$ cat config.mk
export PLATFORM = sky130hd
export DESIGN_NAME = dmem_arbiter
export DESIGN_NICKNAME = d
export VERILOG_FILES = /design/src/rtl/dmem_arbiter.sv
export SDC_FILE = /design/constraint.sdc
export NUM_CORES = 1
export LEC_CHECK = 0
export ABC_AREA = 0
export CORE_ASPECT_RATIO = 1.75
export CORE_MARGIN = 2
export CORE_UTILIZATION = 30
export CTS_BUF_LIST = sky130_fd_sc_hd__clkbuf_16
export CTS_CLUSTER_DIAMETER = 40
export DETAILED_ROUTE_END_ITERATION = 8
export SYNTH_ARGS = -nofsm -noshare
export SYNTH_HDL_FRONTEND = slang
export SYNTH_SLANG_ARGS = --single-unit
$ cat constraint.sdc
create_clock -name clk -period 3.8 [get_ports clk]
set_input_delay 0.76 -clock clk [delete_from_list [all_inputs] [get_ports clk]]
set_output_delay 0.76 -clock clk [all_outputs]
set_load 0.05 [all_outputs]
$ cat src/rtl/dmem_arbiter.sv
// Two-port data-memory arbiter: serialises CPU (port 0) and external master (port 1)
// accesses onto one memory port with fixed read latency, and stalls the CPU until its ack.
module dmem_arbiter #(
    parameter int unsigned AW           = 32,
    parameter int unsigned DW           = 32,
    parameter int unsigned MEM_LAT      = 2,
    parameter bit          CPU_PRIORITY = 1'b0
) (
    input  logic          clk,
    input  logic          rst,
    input  logic          req0,
    input  logic          we0,
    input  logic [AW-1:0] addr0,
    input  logic [DW-1:0] wdata0,
    output logic          ack0,
    output logic [DW-1:0] rdata0,
    input  logic          req1,
    input  logic          we1,
    input  logic [AW-1:0] addr1,
    input  logic [DW-1:0] wdata1,
    output logic          ack1,
    output logic [DW-1:0] rdata1,
    output logic          cpu_stall,
    output logic          busy,
    output logic          grant_id,
    output logic          mem_read,
    output logic          mem_write,
    output logic [AW-1:0] mem_addr,
    output logic [DW-1:0] mem_wdata,
    input  logic [DW-1:0] mem_rdata
);

    localparam int unsigned CW = (MEM_LAT > 1) ? $clog2(MEM_LAT) : 1;

    typedef enum logic [1:0] {
        IDLE  = 2'd0,
        ISSUE = 2'd1,
        WAIT  = 2'd2,
        RESP  = 2'd3
    } state_t;

    state_t        state;
    logic          last_grant;
    logic          pick;
    logic [CW-1:0] lat_cnt;

    // Port chosen if a grant happens this cycle; ties go to port 0 or alternate.
    always_comb begin
        pick = 1'b0;
        if (req0 && req1) begin
            pick = CPU_PRIORITY ? 1'b0 : ~last_grant;
        end else if (req1) begin
            pick = 1'b1;
        end
    end

    assign cpu_stall = req0 & ~ack0;

    // mem_addr/mem_wdata double as the latched request, so live inputs never reach memory.
    always_ff @(posedge clk) begin
        if (rst) begin
            state      <= IDLE;
            last_grant <= 1'b1;
            grant_id   <= 1'b0;
            busy       <= 1'b0;
            ack0       <= 1'b0;
            ack1       <= 1'b0;
            rdata0     <= '0;
            rdata1     <= '0;
            mem_read   <= 1'b0;
            mem_write  <= 1'b0;
            mem_addr   <= '0;
            mem_wdata  <= '0;
            lat_cnt    <= '0;
        end else begin
            mem_read  <= 1'b0;
            mem_write <= 1'b0;
            ack0      <= 1'b0;
            ack1      <= 1'b0;
            case (state)
                IDLE: begin
                    if (req0 || req1) begin
                        state      <= ISSUE;
                        busy       <= 1'b1;
                        grant_id   <= pick;
                        last_grant <= pick;
                        mem_addr   <= pick ? addr1 : addr0;
                        mem_wdata  <= pick ? wdata1 : wdata0;
                        if (pick ? we1 : we0) begin
                            mem_write <= 1'b1;
                        end else begin
                            mem_read <= 1'b1;
                        end
                    end
                end
                ISSUE: begin
                    if (mem_write) begin
                        state <= RESP;
                        ack0  <= ~grant_id;
                        ack1  <= grant_id;
                    end else begin
                        lat_cnt <= CW'(MEM_LAT - 1);
                        state   <= WAIT;
                    end
                end
                WAIT: begin
                    if (lat_cnt == '0) begin
                        if (grant_id) begin
                            rdata1 <= mem_rdata;
                        end else begin
                            rdata0 <= mem_rdata;
                        end
                        state <= RESP;
                        ack0  <= ~grant_id;
                        ack1  <= grant_id;
                    end else begin
                        lat_cnt <= lat_cnt - CW'(1);
                    end
                end
                RESP: begin
                    state <= IDLE;
                    busy  <= 1'b0;
                end
                default: state <= IDLE;
            endcase
        end
    end

endmodule
Word-level counts from Yosys, hierarchy flattened
Index checks and enable logic that the tools add are counted.

Add/sub/neg operators: 1. Eq/ne operators: 6. Mux-type cells: 22. Bitwise operators: 7. Reductions and logical operators: 12.

Operators with widths (count): two-way mux 32 bit (2); two-way mux 1 bit (13); case mux 1 bit (2 select lines) (4); case mux 2 bit (4 select lines) (1); AND reduction 2 bit (4); != test 2 bit, second input constant (3); inverter 1 bit (6); AND reduction 3 bit (2); equality test 2 bit, second input constant (2); two-way mux 2 bit (2); nonzero test 2 bit (2); OR reduction 3 bit (1); equality test 2 x 1 -> 1 bit, second input constant (1); logical NOT 2 bit (1); AND 1 bit (1); logical AND 1 bit (1); logical OR 1 bit (1); subtractor 1 bit, second input constant (1).

Register bits after elaboration: 138. Bits of input ports: 166. Output and inout port bits: 135. Logic and storage cells: 61.

Longest topological paths before layout
Gate-level depths: netlist (run 1).

Word-level depth: 4. Depth in mapped cells: 7. Depth with buffers taken out: 5.

Least setup slack after synthesis (run 1)
OpenSTA, ideal clock, no wires.

Path kind: input port to output port. Start point: input port req0. End point: output port cpu_stall. Data arrival time: 1.467 ns. Data required time: 3.040 ns. Setup slack: 1.573 ns. Cell stages on the path: 1. Buffers on the path: 0. Cell sequence: nor2b_1.

Longest elaborated chain between the ends: 1.

Ends and longest elaborated chain: from (decl) (line 11) `input logic req0,`; AND 1 bit (line 57) `assign cpu_stall = req0 & ~ack0;`; to (decl) (line 23) `output logic cpu_stall,`.

Every way passes these cells.

Worst setup path after layout (run 1)
Ends and elaborated chain as after synthesis.

==> impl_summary.md, run 1 <==
Run status
The run finished with clean final reports.

Pwr
The internal power of the cells totals around 0.0040 W. The completed layout was analyzed and its total power is 0.00694 W. The switching power of the nets is 0.00295 W. Of the total power, the share spent switching nets is 0.425. The leakage component of the power is 3.47 nW.

Dividing total power by cell area gives a power density of 729 mW/mm2. Of the total power, the clock network draws 0.250. The sequential share of power is 0.283. The portion of total power attributed to combinational logic is 0.467. The maximum resistive drop on vdd is 0.375 mV.

Finish
The cell area after layout is 0.00952 mm2. The end-of-flow core utilization is 0.502. The fraction of final layout cells with drive strength greater than 1 is 0.103. Summing all multi-input logic gate instances after layout gives 0.00270 mm2. The leading cell type in the layout, fill and taps excluded is clkdlybuf4s50_1. The number of nets in the layout is about 1100. The sequential cell area is 0.00276 mm2. The library cells used most frequently in the layout, excluding fill and tap cells, are clkdlybuf4s50_1, nand2_1, dfxtp_1, a21oi_1, nor2_1. Relative to the synthesized area, the layout overhead comes to 65.5%.

The layout has 1872 filler cells.

Synth
The flop and latch count out of synthesis is around 140. The number of warnings printed during yosys synthesis is 0. The proportion of synthesized chip area in sequential cells is 0.480. The synthesized netlist cell count is 688. Of all cell types, the one taking the most synthesized area is dfxtp_1.

Ranked by total cell area, the synthesized netlist is headed by dfxtp_1, nand2_1, a21oi_1, a211oi_2, nor2_1. The distinct cell type count after synthesis is 34. In this run the cell area of the synthesized design comes to 0.00575 mm2.

The post-synthesis area per instance is 8.36 um2. The post-synthesis net count is 860. The proportion of netlist area held by the largest area contributor is 0.480.

Clock network
TritonCTS built the clock tree. Post-CTS repair changed the size of 0 cells. The clock-pin slew reported for the worst setup and hold paths after clock tree synthesis is 0.05 ns. In this run the post-CTS setup repair buffer count came out at 0.

The H-tree level count is 4. The root buffer cell is clkbuf_16. The clock net sink count is 138. Hold repair after CTS inserted 0 buffers. The number of buffers on the longest clock path is 2. The later pin in the worst-skew pair is clocked with a latency of 0.42 ns. Clock tree synthesis inserted a total of 17 buffers.

Critical path
The kind of end point of the critical path is an output port. The critical path data arrival time is 2.33 ns. Along the worst path, the maximum fanout reaches 2. The category of the critical setup timing path is in2out.

Data on the critical path is required at its endpoint by 3.04 ns. The worst setup path is launched from an input port.

Floorplanning
Measured along the x axis, the die boundary spans 109 um. The total I/O pin count is 301. The initial core utilization is 0.304. The initialized floorplan defines 67 standard-cell rows. The die area is 0.0203 mm2.

The core region is 0.0189 mm2. The die outline height is about 190 um.

Global routing
The sum of overflow across all layers after global routing is 0. The wire length of the first global-routing pass is 31700 um. For this run, the total global-route usage over all layers was measured as 0.201. The number of global-route vias before repair is 5941. The maximum number of pins on one net before global-route repair is 46. The initial antenna violation count came to 1.

Place
The count of buffers from port buffering is 300. After legalization and detailed placement, the total HPWL measured about 14000 um. The congestion estimate from routability-driven global placement came to 0.754.

The cell area reported after detailed placement is approximately 0.0089 mm2.

Drt
The via total after detailed routing is 5842. In the routed layout, each cell is associated on average with a via count of 4.79. In the final routed layout, each cell accounts on average for ~17 um. For this run, design rule violations remaining after detail routing come to 0. The final layout contains routed wiring with a total length of just over 20000 um. The remaining number of nets flagged by the antenna check after routing is 0. For this run, the detailed router's first-pass iteration total came to 4.

The detailed router finished its first iteration with 216 violations.

Timing
Timing would allow up to roughly 320 MHz. The pin slew with the least headroom to its limit is between 0.6 and 0.7 ns. The total count of max-transition violations in the final report is 0.

For the final routed database, the setup TNS stands at 0 ns. Setup repair after global routing left no endpoint under its margin. The final period utilization is 0.812. The worst pin sits at a relative slew slack of 0.548. The setup violation total in the final timing report is 0. The final-report hold violation count is 0. Between clock sinks in the finished design, the worst skew comes to roughly 0.014 ns. The time the worst path needs with I/O delays and setup is 3.09 ns.

Worst hold path
The worst hold path belongs to the class reg2reg.

Run
The tool flagged a number of max-cap violations equal to 0.
-- synthesized netlist by cell type --
cell type,count
nor3b_1,1
nor2b_1,1
a21oi_1,131
o21a_1,1
or2_2,2
nand2b_1,3
o31ai_1,1
mux2i_1,2
a211oi_2,50
nand2_1,193
a21bo_2,1
a22oi_1,1
nand3b_1,1
dfxtp_1,138
buf_6,5
a21boi_2,1
a311oi_2,1
a21boi_1,1
a311oi_1,1
clkbuf_1,25
a211o_1,1
nor2_1,66
ha_1,6
a31oi_1,1
buf_2,21
nor3b_2,1
inv_1,4
a2bb2oi_1,1
or3b_1,2
a211oi_1,16
nor3_1,1
buf_4,6
and3b_1,1
o21ai_2,1
-- flip-flops by register name (all words and copies together), names as in the netlist --
signal and flops:
mem_write 1, grant_id 1, ack0 1, mem_addr 32, last_grant 1, ack1 1
busy 1, state 2, rdata1 32, lat_cnt 1, mem_wdata 32, mem_read 1
rdata0 32
-- logic make-up after synthesis --
group | Yosys count | synth area share
AND/OR/NAND/NOR | 272 | 0.186
AO/OA/AOI/OAI | 209 | 0.262
flip-flops | 138 | 0.480
buffers and inverters | 61 | 0.0548
adder cells (fa/ha/maj) | 6 | 0.0131
multiplexers | 2 | 0.00348
-- final cells by class --
| cell class | instances | area share |
|---|---|---|
| repair buffers | 314 | 0.329 |
| well taps | 241 | 0.0317 |
| diodes | 1 | 0.000263 |
| flip-flops and latches | 138 | 0.290 |
| clock inverters | 15 | 0.0192 |
| inverters | 4 | 0.00158 |
| multi-input cells | 489 | 0.283 |
| clock buffers | 17 | 0.0447 |
-- worst max-delay path, stage by stage --
cell and delay (ns):
clkdlybuf4s50_1 0.58, nor2b_1 0.15, clkdlybuf4s50_1 0.83
-- power groups by stage --
| stage | registers (W) | logic [W] | clock network [W] |
|---|---|---|---|
| floorplan | 0.00300 | 0.00118 | 0 |
| global placement | 0.00199 | 0.00325 | 0 |
| detailed placement | 0.00199 | 0.00326 | 0 |
| CTS | 0.00197 | 0.00328 | 0.00179 |
| global route | 0.00200 | 0.00348 | 0.00185 |
| finish | 0.00196 | 0.00324 | 0.00174 |
-- through the flow --
| step | cells | worst slack [ns] | hold WS [ns] |
|---|---|---|---|
| 2_1_floorplan | 688 | 1.57 | 0.509 |
| 3_3_place_gp | 1186 | 0.665 | 0.441 |
| 3_5_place_dp | 1186 | 0.671 | 0.446 |
| 4_1_cts | 1218 | 0.671 | 0.454 |
| 5_1_grt | 1219 | 0.628 | 0.475 |
| 6_report | 1219 | 0.714 | 0.452 |
-- path summary, 6_finish.rpt --
check / from / to / slack, ns / depth (start not counted)
setup / recovery: req0 / cpu_stall / 0.71 / 3
hold / removal: rdata1[5] / rdata1[5] / 0.45 / 2
setup reg to reg: state[0] / mem_wdata[2] / 1.75 / 6
hold reg to reg: rdata1[5] / rdata1[5] / 0.45 / 2
-- routing by layer --
| metal | routed length [um] | global-route usage | vias up | share of wire |
|---|---|---|---|---|
| met2 | 10200 | 0.348 | 233 | 0.51 |
| met4 | 446 | 0.0725 | 0 | 0.022 |
| met3 | 1720 | 0.0770 | 25 | 0.085 |
| li1 | - | - | 2873 | - |
| met1 | 7740 | 0.218 | 2711 | 0.38 |
| met5 | 0 | 0 | - | 0 |
No activity file was read; power rests on OpenSTA's default activity.
==> inputs of run 2 (changes only) <==
clock period = 2.9 ns   (was 3.8 ns; I/O delays follow)
==> run 2 against run 1 <==
  * Cell count did not move
  * Count of clock-buffer cells in the layout did not move
  * Non-clock buffer count rose by 1
  * Critical endpoint is now grant_id
  * Worst hold slack got worse by 0.00095 ns
  * Die area did not move
  * Largest cell class unchanged
  * Global-route usage barely moved
  * First-iteration DRC count rose by 20%
  * Design area rose by 1.1%
  * Largest power group unchanged
  * Clock power rose by 35%
  * Sequential share of layout area fell by 0.31 points
  * Sequential power rose by 31%
==> impl_summary.md, run 2 (same netlist as run 1, synthesis figures left out) <==
Run status
The run finished with clean final reports.

Floorplanning
For this configuration, the core starts out at a cell density of 0.304. The die width is 109 um. The row count is 67.

In this run the vertical extent of the chip is ~190 um. In this run the standard cell core region covers roughly 0.019 mm2. The total I/O pin count is roughly 300. The die covers 0.0203 mm2.

Critical path
Grouping stages by cell kind, the critical path spends the most delay in buffers and inverters. Traced cell by cell, the critical path runs through clkdlybuf4s50_1. The type of element launching the critical path is a register. Data on the critical path is required at its endpoint by 2.32 ns.

The slack of the worst reg-to-reg path is 0.95 ns. The critical path data arrival time is 1.82 ns. The startpoint of the most critical register-to-register path is state[0].

The slowest stage of the critical path belongs to the cell clkdlybuf4s50_1. The number of cells traversed by the worst register-to-register path is 6. STA classifies the critical path endpoint as an output port. For this run, the slowest stage of the critical path takes 0.90 ns. The number of buffers and inverters on the critical path is 1. Of all nets on the critical path, the largest fanout is 8. The reg-to-reg critical path endpoint is rdata0[27].

The category of the critical setup timing path is reg2out.

Clock network
Counting along the longest clock path gives a buffer depth of 2. TritonCTS built the clock tree. TritonCTS created 17 clock buffers. In this run the clock root is driven by a clkbuf_16. The number of hold buffers added after CTS was 0. The clock-pin slew reported for the worst setup and hold paths after clock tree synthesis is 0.06 ns. After clock tree synthesis, the setup repair step added 0 buffers. CTS saw 138 sinks. The later-pin clock latency in the skew report is 0.41 ns. The total of cells resized after clock tree synthesis is 0.

The H-tree level count is 4.

Pwr
In this run the power density over the cells is 960 mW/mm2. VDD sags by at most 0.457 mV. The analysis attributes to cell leakage a power of 3.51 nW.

Finish
The leading cell type in the layout, fill and taps excluded is clkdlybuf4s50_1. The number of diodes is 0. Leaving out fill and tap cells, the most frequent cells in the layout are clkdlybuf4s50_1, nand2_1, dfxtp_1, a21oi_1, nor2_1.

The fraction of final layout cells with drive strength greater than 1 is 0.105. The area growth from synthesis to layout is 67.3%. For this run, the post-layout net count is 1137.

The finished cells cover 0.00962 mm2.

Run
Across the run, the number of max-cap violations was 0.

Timing
The relative slew slack is 0.587. For the final database, setup skew stands at about 0.008 ns. Subtracting the final worst setup slack from the clock period gives approximately 2.4 ns. Setup repair after global routing left no endpoint under its margin.

The setup violation total in the final timing report is 0. Setup total negative slack on the finished layout was measured at 0 ns. The final period utilization is 0.827. The maximum operating frequency is 417 MHz. The pin slew with the least headroom to its limit is roughly 0.62 ns. The total count of max-transition violations in the final report is 0. The final-report hold violation count came to 0.

Drt
The total routed wirelength is 20000 um. In the routed design, unresolved DRC markers number 0. The routed layout has 5852 vias. In the final routed layout, each cell accounts on average for 16.4 um. The iteration-0 DRC count of the detailed router is 260. The count of nets left with antenna violations once routing finished came out at 0. In the routed layout, each cell is associated on average with a via count of 4.80. For this run, the detailed router's first-pass iteration total came to 4.

Global routing
The first global-routing pass estimated 31700 um of wire. The number of global-route vias before repair is 5926. The maximum number of pins on one net before global-route repair is between 60 and 70. The initial antenna violation count was 0.

The total routing resource utilization after global routing is 0.200. For this run the aggregate overflow at the end of global routing stands at 0.

Place
The detailed placement HPWL is 14300 um. At the end of routability-driven placement, the weighted congestion stood at around 0.8. After detailed placement, the total cell area comes to 0.00898 mm2. In this run the tool buffered the top-level ports with 300 buffer cells.

Worst hold path
The worst hold path was traced through 2 stages. The worst hold path begins at rdata1[19]. The endpoint with the worst hold slack is rdata1[19]. The tightest min-delay check is of the reg2reg type.
-- run 2: layout make-up --
cell class | count | area, um2
clock buffers | 17 | 425
clock inverters | 15 | 208
fillers | 1849 | 9330
inverters | 4 | 15.0
multi-input cells | 489 | 2700
flip-flops and latches | 138 | 2760
well taps | 241 | 302
repair buffers | 315 | 3210
-- run 2: power breakdown --
part,internal [W],switching [W]
Clock,0.00151,0.000835
Combinational,0.00154,0.00278
Sequential,0.00232,0.000253
Total,0.00537,0.00387
-- run 2: worst min-delay path, delay by kind of cell, from the launching register on --
family | cells | cell delay, ns
simple gates | 1 | 0.05
compound gates | 1 | 0.05
flops | 1 | 0.30
-- run 2: worst max-delay path by stage --
stage / start / to / slack (ns) / cells after the start
global route: grant_id / grant_id / 0.42 / 1
floorplan: req0 / cpu_stall / 1.03 / 1
finish: grant_id / grant_id / 0.50 / 1
global placement: req0 / mem_addr[26] / 0.57 / 5
CTS: grant_id / grant_id / 0.44 / 1
detailed placement: req0 / mem_addr[30] / 0.53 / 5
-- run 2: layer usage --
| layer | GRT usage | part of all wire | vias to the layer above |
|---|---|---|---|
| met2 | 0.339 | 0.51 | 237 |
| met4 | 0.0759 | 0.028 | 0 |
| li1 | - | - | 2879 |
| met1 | 0.222 | 0.38 | 2702 |
| met3 | 0.0791 | 0.089 | 34 |
| met5 | 0 | 0 | - |
-- run 2: through the flow --
stage	cells	total power, W	utilization	worst slack (ns)	hold slack [ns]
finish	1219	0.00923	0.508	0.503	0.451
global route	1219	0.00974	0.508	0.416	0.476
CTS	1219	0.00936	0.508	0.444	0.454
detailed placement	1187	0.00696	0.474	0.529	0.446
global placement	1187	0.00693	0.474	0.574	0.442
floorplan	688	0.00547	-	1.03	0.509
==> patch, RTL diff (config.mk and constraints of run 2) <==
`DW`: 32 -> 48.
--- a/src/rtl/dmem_arbiter.sv
+++ b/src/rtl/dmem_arbiter.sv
@@ -2,7 +2,7 @@
 // accesses onto one memory port with fixed read latency, and stalls the CPU until its ack.
 module dmem_arbiter #(
     parameter int unsigned AW           = 32,
-    parameter int unsigned DW           = 32,
+    parameter int unsigned DW           = 48,
     parameter int unsigned MEM_LAT      = 2,
     parameter bit          CPU_PRIORITY = 1'b0
 ) (
Interface: changed (6 resized); port bits go from 301 to 397. The function was not compared with the original's and may differ.
==> patch against run 2 <==
Synthesized cell count increased by 33%; worst setup slack worse by 0.030 ns; sequential cell count up 48; non-clock buffer count grew 94; sequential share of layout area grew 2.1 points; cell count up 30%; die area rose by 25%; utilization fell by 0.057 points; clock skew shrank 0.0017 ns; total power rose by 19%; routed wire length is 35% higher; area after synthesis grew 26%; clock power is 4% higher; design area increased by 26%.
==> patch: results <==
outcome:
  status: "finished clean"
synthesis:
  synth_common_cells: "nand2_1, dfxtp_1, a21oi_1, a211oi_1, nor2_1"
  synth_area_per_cell_um2: 7.92
  synth_fp_nets: 1136
  yosysSeqAreaShare_pct: 51.3
  yosysUniqueCellTypes: 33
layout:
  num-nets-final: 1487
  final_cells: 1589
  post_route_cells_drive_above_1_share_pct: 4.06
worst_setup_path:
  cp_data_arrival_time_ns: 1.85
  reg2reg_to: "rdata0[5]"
  reg2reg_slack_ns: 0.74
worst_hold_path:
  worstHoldStart: "rdata1[28]"
  hold_end: "rdata1[28]"
clock_tree:
  insertion_delay_ns: 0.45
pwr:
  leakagePower_nw: 4.40
  ir_drop_v: 0.000492
grt:
  first_global_vias: 7416
  grt_max_degree: 100
  antenna_found_initial: 1
  grt_pass1_wl_um: 40900
sta:
  relSlewSlack_pct: 45.5
  finalClockSkew_ns: 0.00623
  post-route-period-util_pct: 83.7
placement:
  io_buffers: 396
  gp_routability_congestion: 0.793
  post_dp_cell_area_mm2: 0.0115
drt:
  wl_met3_um: 2020
  m1WireLength_um: 9850
  firstDrtPassIters: 6
==> patch: logic make-up (layout without fill, tap and decap cells) <==
logic type	Yosys count	count (layout)	synth area share, %
AO/OA/AOI/OAI	273	273	22.2
adder cells (fa/ha/maj)	6	6	1.03
flip-flops	186	186	51.3
AND/OR/NAND/NOR	368	368	19.7
buffers and inverters	81	445	5.43
multiplexers	2	2	0.276
other	0	1	0
==> patch: worst register-to-register path, cell delays in order (launching register included) <==
cell     delay [ns]
dfxtp_1        0.35
inv_1          0.15
ha_1           0.33
or3b_2         0.76
buf_12         0.27
nand2_1        0.08
a21oi_1        0.06
==> patch: power by group <==
part           internal, mW  switching, mW  leakage, nW
Clock                  1.43           1.02        0.296
Sequential             3.09          0.311         1.52
Combinational          1.79           3.37         2.58
==> patch: layout make-up <==
cell class	instances	area, um2
Inverter	4	15.0
Clock inverter	15	183
Timing Repair Buffer	409	4190
Sequential cell	186	3720
Fill cell	2349	11700
Clock buffer	17	425
Antenna cell	1	2.50
Tap cell	308	385
Multi-Input combinational cell	649	3170
